$ cat config.mk
export PLATFORM = sky130hd
export DESIGN_NAME = bit_string_serializer
export DESIGN_NICKNAME = d
export VERILOG_FILES = /design/src/rtl/bit_string_serializer.sv
export SDC_FILE = /design/constraint.sdc
export NUM_CORES = 1
export LEC_CHECK = 0
export ABC_CLOCK_PERIOD_IN_PS = 1290
export CAP_MARGIN = 10
export CORE_MARGIN = 8
export CORE_UTILIZATION = 45
export CTS_CLUSTER_DIAMETER = 80
export DETAILED_ROUTE_END_ITERATION = 10
export PLACE_DENSITY = 0.75
export SLEW_MARGIN = 5
export SYNTH_ARGS = -nofsm -noshare
export SYNTH_HDL_FRONTEND = slang
export SYNTH_SLANG_ARGS = --single-unit
$ cat constraint.sdc
create_clock -name clk -period 1.29 [get_ports clk]
set_clock_uncertainty 0.1 [all_clocks]
set_input_delay 0.258 -clock clk [delete_from_list [all_inputs] [get_ports clk]]
set_output_delay 0.258 -clock clk [all_outputs]
set_load 0.02 [all_outputs]
$ cat src/rtl/bit_string_serializer.sv
// Parallel-to-serial bit string source: accepts a word over valid/ready and
// emits it MSB first on A. Optional macro SER_EXP_COUNT_EN adds exp_count.
module bit_string_serializer #(
  parameter int   WIDTH      = 16,
  parameter int   LEN_W      = 5,
  parameter logic IDLE_LEVEL = 1'b0
`ifdef SER_EXP_COUNT_EN
  , parameter int EXP_W      = 8
`endif
) (
  input  logic             clk,
  input  logic             rst,
  input  logic             load_valid,
  output logic             load_ready,
  input  logic [WIDTH-1:0] load_data,
  input  logic [LEN_W-1:0] load_len,
  output logic             A,
  output logic             a_valid,
  output logic             last,
  output logic             busy
`ifdef SER_EXP_COUNT_EN
  , output logic [EXP_W-1:0] exp_count
`endif
);

  typedef enum logic {IDLE, SHIFT} state_t;

  state_t           state_q, state_d;
  logic [WIDTH-1:0] shreg_q, shreg_d;
  logic [LEN_W-1:0] cnt_q, cnt_d;
  logic             a_q, a_d;
  logic             a_valid_q, a_valid_d;
  logic             last_q, last_d;
  logic             accept;
  logic [LEN_W-1:0] len_eff;

`ifdef SER_EXP_COUNT_EN
  logic [EXP_W-1:0] exp_count_q, exp_count_d;
`endif

  // A new word can enter while idle or in the cycle its predecessor ends.
  assign load_ready = ~rst & ((state_q == IDLE) | last_q);
  assign accept     = load_valid & load_ready;

  // Zero selects a full word; out-of-range lengths are clamped to WIDTH.
  assign len_eff = ((load_len == '0) || (load_len > LEN_W'(WIDTH))) ?
                   LEN_W'(WIDTH) : load_len;

  always_comb begin
    // NOTE: every _d takes its held value first, so no path leaves it
    // unassigned and no latch is inferred.
    state_d   = state_q;
    shreg_d   = shreg_q;
    cnt_d     = cnt_q;
    a_d       = a_q;
    a_valid_d = a_valid_q;
    last_d    = last_q;

    if (accept) begin
      // cnt holds the number of bits still to follow the one now on A.
      state_d   = SHIFT;
      a_d       = load_data[WIDTH-1];
      shreg_d   = load_data << 1;
      cnt_d     = len_eff - LEN_W'(1);
      a_valid_d = 1'b1;
      last_d    = (len_eff == LEN_W'(1));
    end else if (state_q == SHIFT) begin
      if (last_q) begin
        state_d   = IDLE;
        a_d       = IDLE_LEVEL;
        a_valid_d = 1'b0;
        last_d    = 1'b0;
      end else begin
        a_d     = shreg_q[WIDTH-1];
        shreg_d = shreg_q << 1;
        cnt_d   = cnt_q - LEN_W'(1);
        last_d  = (cnt_q == LEN_W'(1));
      end
    end
  end

`ifdef SER_EXP_COUNT_EN
  // Counts rising edges of the registered A, saturating at all-ones.
  always_comb begin
    exp_count_d = exp_count_q;
    if (a_d && !a_q && (exp_count_q != '1))
      exp_count_d = exp_count_q + EXP_W'(1);
  end
`endif

  // NOTE: state uses non-blocking assignments so every flop samples the
  // pre-edge values regardless of statement order.
  always_ff @(posedge clk or posedge rst) begin
    if (rst) begin
      state_q     <= IDLE;
      shreg_q     <= '0;
      cnt_q       <= '0;
      a_q         <= IDLE_LEVEL;
      a_valid_q   <= 1'b0;
      last_q      <= 1'b0;
`ifdef SER_EXP_COUNT_EN
      exp_count_q <= '0;
`endif
    end else begin
      state_q     <= state_d;
      shreg_q     <= shreg_d;
      cnt_q       <= cnt_d;
      a_q         <= a_d;
      a_valid_q   <= a_valid_d;
      last_q      <= last_d;
`ifdef SER_EXP_COUNT_EN
      exp_count_q <= exp_count_d;
`endif
    end
  end

  assign A       = a_q;
  assign a_valid = a_valid_q;
  assign last    = last_q;
  assign busy    = a_valid_q;
`ifdef SER_EXP_COUNT_EN
  assign exp_count = exp_count_q;
`endif

endmodule

Word-level counts from Yosys, hierarchy flattened. Index checks and enable logic that the tools add are counted.

Bits in registers: 25. Bits of input ports: 24. Output and inout port bits: 5. Word-level logic and storage cells: 42.

Add/subtract/negate cells: 2. $lt $le $gt $ge: 1. Equality and inequality tests: 3. Mux-type cells: 19. Bitwise operators: 5. Reductions and logical operators: 6.

Operator list (count): 2-to-1 mux 16 bit (3); 2-to-1 mux 5 bit (4); 2-to-1 mux 1 bit (12); equality test 5 x 1 -> 1 bit, second input constant (2); subtractor 5 x 1 -> 5 bit, second input constant (2); > comparator 5 bit, second input constant (1); zero test 5 bit (1); AND reduction 2 bit (2); nonzero test 2 bit (2); AND 1 bit (2); != test 2 x 1 -> 1 bit, second input constant (1); inverter 1 bit (2); logical OR 1 bit (1); OR 1 bit (1).

Logic depth before layout (Yosys ltp). Gate-level depths: netlist of the first run.

Depth after elaboration: 6. Gate-level depth with buffers: 9. Gate-level depth less buffers: 9.

Worst setup path after synthesis of the first run. No wires, ideal clock.

Path type: input to register. Start point: input port load_len[3]. End point: register cnt_q[4]. Library setup time: 0.079 ns. Arrival: 1.546 ns. Data required time: 1.111 ns. Slack: -0.435 ns. Stages on the path: 9. Buffers on the path: 0. Cells stage by stage: nor2_1 > nand2_1 > ha_1 > nor2b_1 > inv_1 > ha_1 > nor3b_1 > xor2_1 > mux2i_1.

Cells in the longest elaborated chain, start to end: 5. Elaborated cells on any way between the ends: 6. Classes of those cells: 1 x add/sub; 1 x order compare; 2 x mux; 2 x reduce/logical.

RTL lines: start, declared (line 16) `input logic [LEN_W-1:0] load_len,`; > comparator 5 bit / zero test 5 bit (equally long branches) (line 46) `assign len_eff = ((load_len == '0) || (load_len > LEN_W'(WIDTH))) ?`; logical OR 1 bit (line 46); 2-to-1 mux 5 bit * (line 46); subtractor 5 x 1 -> 5 bit * (line 64) `cnt_d = len_eff - LEN_W'(1);`; 2-to-1 mux 5 bit * (line 59) `if (accept) begin`; end signal, assigned (line 107) `cnt_q <= cnt_d;`; end, declared (line 30) `logic [LEN_W-1:0] cnt_q, cnt_d;`.

Every way passes the cells marked *; elsewhere a longest branch is shown, timed or not. A chain may end at the register's enable or synchronous reset.

Worst setup path in the final report of the first run.
Start point: register last_q, in the netlist last. End point: output port load_ready.

Cells in the longest elaborated chain, start to end: 2.

RTL lines: start, declared (line 33) `logic last_q, last_d;`; start signal, assigned (line 110) `last_q <= last_d;`; OR 1 bit (line 42) `assign load_ready = ~rst & ((state_q == IDLE) | last_q);`; AND 1 bit (line 42); end, declared (line 14) `output logic load_ready,`.

Every way passes these cells.

==> metrics.csv, run 1 <==
stage,metric,value,unit
die,dieArea,4950,um^2
worst_setup_path,worstPathArrival,1.16,ns
synthesis,ys_ff_latch,24,
worst_setup_path,cp_max_fo,2,
global_routing,grt_start_max_net_pins,25,
power,finalPower,0.00394,W
synthesis,synth_top_area_share,45.1,%
drt,drt_iter0_drc,37,
synthesis,synthMuxAreaShare,0.752,%
synthesis,synth_fa_ha_area_share,4.70,%
placement,place_ws,-0.885,ns
synthesis,synth_xor_area_share,3.95,%
sta,worstMarginPinSlew,0.300,ns
drt,vias,1131,
drt,drt-vias-per-instance,5.24,
drt,drc,0,
synthesis,ys.warnings.count,0,
final_layout,layout.nets,215,
synthesis,synth_nets,162,
worst_setup_path,cp-end-kind,output pin,
global_routing,antenna_found_initial,0,
drt,routedWlPerCell,15.6,um
sta,setup_viol,25,
sta,fin_crit,1.52,ns
worst_setup_path,crit_required,0.93,ns
sta,max_slew_margin,79.9,%
sta,max_freq,0.657,GHz
synthesis,yosysTopAreaCell,dfrtp_1,
drt,top_layer_used,met4,
global_routing,grt_usage,12.8,%
clock_network,cts.htree.levels,1,
placement,placement.io_buffers,28,
synthesis,syn_area,1330,um^2
clock_network,cts-root-buf,clkbuf_4,
die,core_area,2780,um^2
hold_path,hold_class,in -> async,
final_layout,drive_above_1_share,39.5,%
synthesis,synth_edf_count,0,
sta,fin_setup_tns,-3.40,ns
sta,timing.hold.ws,0.166,ns
die,ioPinCount,29,
synthesis,seq_area_frac_synth,45.1,%
synthesis,synth_compound_area_share,18.1,%
synthesis,synthTopCellsByCount,"nand2_1, dfrtp_1, a22oi_2",
die,initial_core_util,47.9,%
synthesis,synth_top_family_by_area,simple AND/OR/NAND/NOR gates,
clock_network,cts.clk_slew.worst_paths,0.13,ns
placement,dp_hpwl,2380,um
clock_network,cts_made_buffers,3,
final_layout,n_antenna_cell,0,
synthesis,synthFlopType,dfrtp_1,
drt,route.met2.wl,1740,um
die,fp-row-count,19,
clock_network,clkLatencyLatePin,0.31,ns
die,die-height,70.4,um
synthesis,synth.avg_cell_area,10.0,um^2
clock_network,cts.sinks,24,
final_layout,fillCellCount,214,
die,die_w,70.4,um
run_status,status,"finished, violations left",
power,leakage,0.928,nW
flow_run,max_cap_violations,0,
sta,worst_slack,-0.233,ns
sta,rsz0062_at_grt,true,
synthesis,synth_cell_type_count,32,
sta,hold_viol,0,
global_routing,grt_pass1_wl,5330,um
sta,finalCritPeriodShare,118,%
synthesis,yosysMostFrequentCell,nand2_1,
drt,met1Wirelength,1450,um
drt,wirelength,3360,um
placement,gp_congestion,0.762,
power,p_per_area,2010,nW/um^2
drt,ant_nets,0,
synthesis,synth-simple-area-share,20.2,%
synthesis,synth_cells,133,
run_status,violations,negative setup slack,
global_routing,grt_overflow_total,0,
global_routing,grt_pass1_vias,1173,
final_layout,area_delta_synth_final,47.5,%
drt,met3_length,151,um
synthesis,ys_top_cells_by_area,"dfrtp_1, a22oi_2, nand2_1, ha_1, buf_6",
power,ir_drop,1.71,mV
worst_setup_path,criticalPathCategory,reg -> out,
clock_network,cts_tree,yes,
worst_setup_path,cp-start-kind,register,
synthesis,async_flop_share,100,%
drt,dr.pass1.iters,4,
sta,maxSlewViolCount,0,
clock_network,cts_max_path_buffers,2,
final_layout,fin_util,70.6,%
report_power, final:
| part | internal, W | switching (W) | leakage [nW] |
|---|---|---|---|
| Combinational | 0.00109 | 0.00102 | 0.593 |
| Sequential | 0.00106 | 0.000225 | 0.307 |
| Clock | 0.000314 | 0.000230 | 0.0279 |
| Total | 0.00247 | 0.00148 | 0.928 |
kinds of logic after synthesis:
kind of cell,Yosys count
fa+ha+maj,5
mux,1
xor+xnor,6
simple gates,58
compound gates,25
flops,24
buf+inv,14
worst paths after layout:
check	start	end	slack, ns	depth (start not counted)
max in group asynchronous	rst	last	0.77	4
min in group clk	load_len[3]	cnt_q[3]	0.31	5
worst min-delay path	rst	a_valid	0.17	4
worst min register to register	shreg_q[7]	shreg_q[7]	0.41	2
worst max register to register	last	cnt_q[4]	-0.18	5
worst max-delay path	last	load_ready	-0.23	3
per-stage QoR:
stage	instance area [um^2]	instances
after floorplan	1410	133
after global placement	1820	203
after detailed placement	1820	203
after CTS	1890	213
after global routing	1960	216
final	1960	216
worst max-delay path, stage by stage (launching register included):
cell	delay, ns
dfrtp_2	0.42
and2b_4	0.27
nor2_4	0.04
buf_6	0.12
registers in the layout, summed over array words and instances, names as in the netlist:
register and cells:
shreg_q 15, a_valid 1, cnt_q 5, state_q 1, A 1, last 1
cell type report:
class / count / area, um^2 / share of cell area [%]
sequential: 24 / 602 / 30.7
tap: 31 / 38.8 / 1.98
multi-input combinational: 96 / 741 / 37.7
inverter: 7 / 26.3 / 1.34
timing repair buffer: 54 / 503 / 25.6
clock buffer: 3 / 22.5 / 1.15
clock inverter: 1 / 30.0 / 1.53
what timing repair did:
action                                  in CTS  in global routing
endpoints found under the setup margin      28                 28
resized for setup                           46                  9
buffers inserted                             6                  1
hold endpoints to repair                     0                  0
hold buffers                                 0                  0
pin swaps                                    4                  3
gates cloned                                 0                  2
layout by cell type (no fill, tap or decap), drive strengths merged:
| cell type | netlist | final |
|---|---|---|
| ha | 5 | 5 |
| xor2 | 4 | 4 |
| o21ai | 4 | 4 |
| o22a | 1 | 1 |
| dlygate4sd2 | 0 | 2 |
| a21oi | 1 | 1 |
| nor4 | 1 | 1 |
| o21a | 1 | 1 |
| bufinv | 0 | 1 |
| buf | 7 | 34 |
| o221ai | 1 | 1 |
| clkdlybuf4s50 | 0 | 17 |
| inv | 7 | 7 |
| nand2 | 36 | 36 |
| and2b | 2 | 2 |
| a41oi | 1 | 1 |
| and2 | 1 | 2 |
| a221o | 1 | 1 |
| a22oi | 14 | 14 |
| dfrtp | 24 | 24 |
| nand2b | 1 | 1 |
| mux2i | 1 | 1 |
| clkbuf | 0 | 4 |
| nor2 | 9 | 9 |
| nand3 | 1 | 1 |
| nor2b | 4 | 4 |
| xnor2 | 2 | 2 |
| nand4 | 1 | 1 |
| nor3b | 2 | 2 |
| a21o | 1 | 1 |
metal layers:
layer  GRT usage, %  up-vias
met3           2.40        4
met4           4.69        0
met2           23.3       25
li1               -      552
met5              0        -
met1           14.1      550
(Power assumes the default switching activity.)
==> inputs of run 2 (changes only) <==
CELL_PAD_IN_SITES_DETAIL_PLACEMENT = 1   (was not set)
CELL_PAD_IN_SITES_GLOBAL_PLACEMENT = 1   (was not set)
CORE_UTILIZATION = 34   (was 45)
PLACE_DENSITY = not set   (was 0.75)
PLACE_DENSITY_LB_ADDON = 0.1   (was not set)
==> run 2 against run 1 <==
  * The run still ends with negative setup slack left
  * Clock-buffer cell count did not move
  * Critical path depth up 3
  * Final cell count grew 6.9%
  * First-iteration DRC count is 2.7% lower
  * Wire length is 8.1% higher
  * Maximum frequency increased by 3.0%
  * Clock power is 20% higher
  * Sequential share of layout area decreased by 2.1 points
  * Worst setup slack improved by 0.045 ns
  * Via count shrank 0.88%
  * Critical path type is now reg -> reg
  * Critical endpoint is now shreg_q[14]
==> metrics.csv, run 2 (synthesis results as in run 1) <==
stage,metric,value,unit
power,leakage,0.964,nW
sta,max_freq,0.677,GHz
global_routing,grt_pass1_vias,1345,
die,dieArea,6170,um^2
global_routing,grt_use_met3,3.42,%
sta,setup_viol,25,
sta,timing.hold.ws,0.207,ns
placement,place_ws,-0.912,ns
sta,max_slew_margin,78.5,%
worst_setup_path,worstPathArrival,1.53,ns
power,ir_drop,0.637,mV
placement,dp_hpwl,2650,um
die,initial_core_util,35.8,%
hold_path,hold_class,in -> async,
sta,fin_crit,1.48,ns
global_routing,grt_busiest_layer,met2,
clock_network,cts_made_buffers,3,
final_layout,largest_reg_flops,15,
final_layout,drive_above_1_share,44.3,%
drt,vias,1121,
die,ioPinCount,29,
clock_network,cts_tree,yes,
clock_network,clkLatencyLatePin,0.26,ns
die,die-height,78.6,um
die,fp-row-count,22,
final_layout,fin_util,56.6,%
global_routing,grt_usage,12.6,%
drt,drt-vias-per-instance,4.85,
final_layout,fin_cells,231,
sta,finalCritPeriodShare,115,%
global_routing,grt_pass1_wl,6440,um
final_layout,n_antenna_cell,0,
clock_network,cts-root-buf,clkbuf_8,
flow_run,max_cap_violations,0,
sta,worstMarginPinSlew,0.322,ns
global_routing,gr-usage-met1,14.9,%
final_layout,largestRegisters,"shreg_q (15), cnt_q (5)",
global_routing,grt_overflow_total,0,
placement,placement.io_buffers,28,
power,p_per_area,1990,nW/um^2
global_routing,gr-usage-met2,22.0,%
sta,fin_setup_tns,-3.33,ns
drt,drc,0,
final_layout,layout.nets,213,
final_layout,layout_commonest_cell,nand2_1,
placement,dp_cells,222,
clock_network,postCtsHoldBufs,0,
run_status,status,"finished, violations left",
global_routing,antenna_found_initial,0,
worst_setup_path,criticalPathCategory,reg -> reg,
sta,maxSlewViolCount,0,
drt,ant_nets,0,
drt,wirelength,3630,um
global_routing,grt_start_max_net_pins,16,
final_layout,area_delta_synth_final,58.1,%
final_layout,largest-register,shreg_q,
drt,routedWlPerCell,15.7,um
worst_setup_path,cp_max_fo,7,
worst_setup_path,cp-end-kind,register,
run_status,violations,negative setup slack,
final_layout,mostFrequentLayoutCells,"nand2_1, dfrtp_1, buf_4",
worst_setup_path,crit_required,1.34,ns
clock_network,cts.htree.levels,1,
die,core_area,3720,um^2
clock_network,cts_max_path_buffers,2,
die,die_w,78.6,um
drt,dr.pass1.iters,3,
drt,drt_iter0_drc,36,
sta,hold_viol,0,
sta,worst_slack,-0.188,ns
clock_network,cts.clk_slew.worst_paths,0.09,ns
sta,rsz0062_at_grt,true,
worst_setup_path,cp-start-kind,register,
placement,gp_congestion,0.807,
clock_network,cts.sinks,24,
run 2: cell types whose count changed in the layout (fill, tap and decap cells not counted), moves of 2 or more:
cell	delta
buf_2	-2
nand2_4	+2
buf_4	-3
o21ai_2	+2
a22oi_1	-2
clkbuf_8	+3
clkbuf_4	-3
ha_4	+2
o21ai_1	-2
buf_6	+2
a22oi_2	+2
run 2: path summary, 6_finish.rpt:
kind / start / depth (start not counted) / to / slack, ns
worst max-delay path: last / 6 / shreg_q[14] / -0.19
worst min-delay path: rst / 4 / A / 0.21
worst max register to register: last / 6 / shreg_q[14] / -0.19
worst min register to register: shreg_q[12] / 2 / shreg_q[12] / 0.40
max in group asynchronous: rst / 4 / shreg_q[11] / 0.67
min in group clk: load_len[1] / 4 / cnt_q[3] / 0.36
run 2: repair_timing:
action | CTS | global route
gates resized for setup | 67 | 14
gates cloned | 1 | 0
setup endpoints to repair | 28 | 28
buffers inserted | 3 | 2
pin swaps | 12 | 6
run 2: power breakdown:
group | internal (W) | total [W] | switching (W)
sequential | 0.00106 | 0.00128 | 0.000223
combinational | 0.00116 | 0.00225 | 0.00110
clock | 0.000414 | 0.000652 | 0.000238
run 2: cell type report:
cell class	count	area [um^2]
fillers	413	1610
well taps	48	60.1
inverters	7	26.3
repair buffers	53	533
clock buffers	3	41.3
flip-flops and latches	24	602
multi-input cells	95	812
clock inverters	1	30.0
run 2: worst max-delay path, cell delays in order (launching register included):
cell and delay [ns]:
dfrtp_2 0.41, buf_6 0.12, nand2b_4 0.15, and2_4 0.22
buf_12 0.16, a22oi_2 0.14, nand2_1 0.07
run 2: layer usage:
layer  vias to the layer above  share of wire [%]
li1                        545                  -
met1                       554                 44
met2                        20                 50
met3                         2                5.6
met4                         0               0.33
met5                         -                  0
run 2: stage by stage:
stage               instance area (um^2)  total power (W)
global placement                    1850          0.00313
finish                              2100          0.00419
detailed placement                  1850          0.00320
CTS                                 2060          0.00408
floorplan                           1410          0.00258
global route                        2100          0.00450
==> inputs of run 3 (changes only) <==
REMOVE_ABC_BUFFERS = 1   (was not set)
==> run 3 against run 2 <==
  * Final area grew 2.7%
  * Via count grew 7.0%
  * Utilization grew 1.5 points
  * Largest power group unchanged
  * The flow still finishes with violations (negative setup slack)
  * Critical path depth grew 4
  * Total power grew 2.3%
  * First-iteration DRC count grew 53%
  * Combinational power grew 9.8%
  * Largest cell class unchanged
  * Wire length grew 16%
==> metrics.csv, run 3 (synthesis results as in run 1) <==
stage,metric,value,unit
worst_setup_path,worstPathArrival,1.55,ns
worst_setup_path,rr_worst_depth,7,
sta,finalCritPeriodShare,116,%
sta,worst_slack,-0.204,ns
sta,max_freq,0.669,GHz
power,leakage,1.01,nW
clock_network,cts.sinks,24,
placement,dp_hpwl,2620,um
global_routing,grt_pass1_wl,7210,um
sta,fin_setup_tns,-3.23,ns
global_routing,grt_overflow_total,0,
final_layout,largest-register,shreg_q,
drt,routedWlPerCell,17.8,um
drt,wirelength,4230,um
final_layout,multiInputGateArea,801,um^2
worst_setup_path,cp-start-kind,primary input,
worst_setup_path,cp_max_fo,2,
power,ir_drop,0.943,mV
final_layout,n_antenna_cell,0,
worst_setup_path,rr_startpoint,last,
clock_network,cts_max_path_buffers,2,
final_layout,fillCellCount,404,
clock_network,cts_tree,yes,
power,p_per_area,1980,nW/um^2
power,finalPower,0.00428,W
worst_setup_path,slowest_delay,0.29,ns
sta,maxSlewViolCount,0,
final_layout,regArea,601,um^2
drt,drc,0,
die,core_area,3720,um^2
worst_setup_path,path_buf_inv,2,
worst_setup_path,cp-startpoint,load_len[3],
final_layout,mostFrequentLayoutCells,"nand2_1, dfrtp_1, buf_4",
placement,placed_area,1790,um^2
global_routing,grt_pass1_vias,1451,
die,ioPinCount,29,
worst_setup_path,path_cells,buf_6 -> nor2_4 -> nand2_2 -> ha_4 -> nor2b_4 -> inv_2 -> ha_4 -> nor3b_4 -> xor2_1 -> mux2i_1,
run_status,violations,negative setup slack,
drt,dr.pass1.iters,4,
run_status,status,"finished, violations left",
sta,max_slew_margin,70.1,%
worst_setup_path,worstReg2RegEnd,cnt_q[1],
die,die-height,78.6,um
clock_network,cts.htree.levels,1,
placement,dp_cells,218,
placement,gp_congestion,0.738,
clock_network,cts_made_buffers,3,
sta,rsz0062_at_grt,true,
drt,vias,1200,
sta,worstMarginPinSlew,0.447,ns
worst_setup_path,cpMostUsedCell,ha_4,
worst_setup_path,cp_top_family,simple AND/OR/NAND/NOR gates,
die,initial_core_util,35.8,%
drt,drt_iter0_drc,55,
placement,placement.io_buffers,28,
worst_setup_path,criticalPathCategory,in -> reg,
sta,timing.hold.ws,0.201,ns
final_layout,layout.nets,220,
worst_setup_path,crit_end,cnt_q[4],
final_layout,largestRegisters,"shreg_q (15), cnt_q (5)",
clock_network,cts-root-buf,clkbuf_8,
final_layout,area_delta_synth_final,62.3,%
sta,setup_viol,25,
final_layout,drive_above_1_share,46.8,%
global_routing,antenna_found_initial,0,
flow_run,max_cap_violations,0,
drt,ant_nets,0,
final_layout,fin_cells,238,
die,die_w,78.6,um
final_layout,layout_commonest_cell,nand2_1,
worst_setup_path,reg2reg_slack,-0.18,ns
worst_setup_path,cp-end-kind,register,
clock_network,postCtsHoldBufs,0,
clock_network,cts.clk_slew.worst_paths,0.09,ns
worst_setup_path,cp_slowest_cell,ha_4,
clock_network,clkLatencyLatePin,0.27,ns
die,fp-row-count,22,
hold_path,hold_class,in -> async,
global_routing,grt_start_max_net_pins,25,
worst_setup_path,worstSetupPathDepth,10,
die,dieArea,6170,um^2
final_layout,stdcell_area,2160,um^2
sta,fin_crit,1.49,ns
global_routing,grt_usage,14.5,%
drt,drt-vias-per-instance,5.04,
worst_setup_path,crit_required,1.34,ns
final_layout,largest_reg_flops,15,
sta,hold_viol,0,
==> run 3: changes by cell type in the layout (fill, tap and decap cells not counted), moves of 3 or more <==
cell     delta
buf_6       +3
nand2_2     +4
buf_12      +3
nand2_1     -5
==> run 3: worst min-delay path by stage <==
stage,cells past startpoint,to
finish,4,shreg_q[15]
floorplan,1,A
detailed placement,2,shreg_q[12]
global placement,2,shreg_q[11]
CTS,4,last
global route,4,shreg_q[13]
==> run 3: timing repair <==
action                                  CTS  global route
buffers inserted                         15             0
pin swaps                                14            11
endpoints found under the setup margin   29            27
cloned                                    1             0
resized for setup                        78            20
==> run 3: worst register-to-register path, cell delays in order (launching register included) <==
cell      delay (ns)
dfrtp_1         0.40
buf_6           0.12
nand2b_4        0.14
and2_4          0.22
buf_6           0.14
buf_6           0.12
nand2_4         0.05
o221ai_2        0.08
==> run 3: routing by layer <==
metal | vias up | global-route usage (%) | routed length (um)
li1 | 557 | - | -
met1 | 613 | 16.4 | 1740
met2 | 26 | 26.5 | 2260
met3 | 4 | 3.76 | 182
met4 | 0 | 2.96 | 42
met5 | - | 0 | 0
==> run 3: area by class of cell <==
type                    instances  area share (%)
multi-input cells              95            37.1
repair buffers                 60            28.6
flip-flops and latches         24            27.8
well taps                      48            2.78
clock buffers                   4            2.55
inverters                       7            1.22
==> run 3: where the power goes <==
part           internal (W)  total, W  switching [W]
clock network      0.000273  0.000521       0.000248
registers           0.00106   0.00130       0.000238
logic               0.00127   0.00247        0.00119
==> run 3: metrics by stage <==
step / util [%] / worst slack [ns]
after floorplan: - / -0.435
after global placement: 48.0 / -0.881
after detailed placement: 48.0 / -0.993
after CTS: 56.5 / -0.180
after global routing: 58.1 / -0.275
final: 58.1 / -0.204
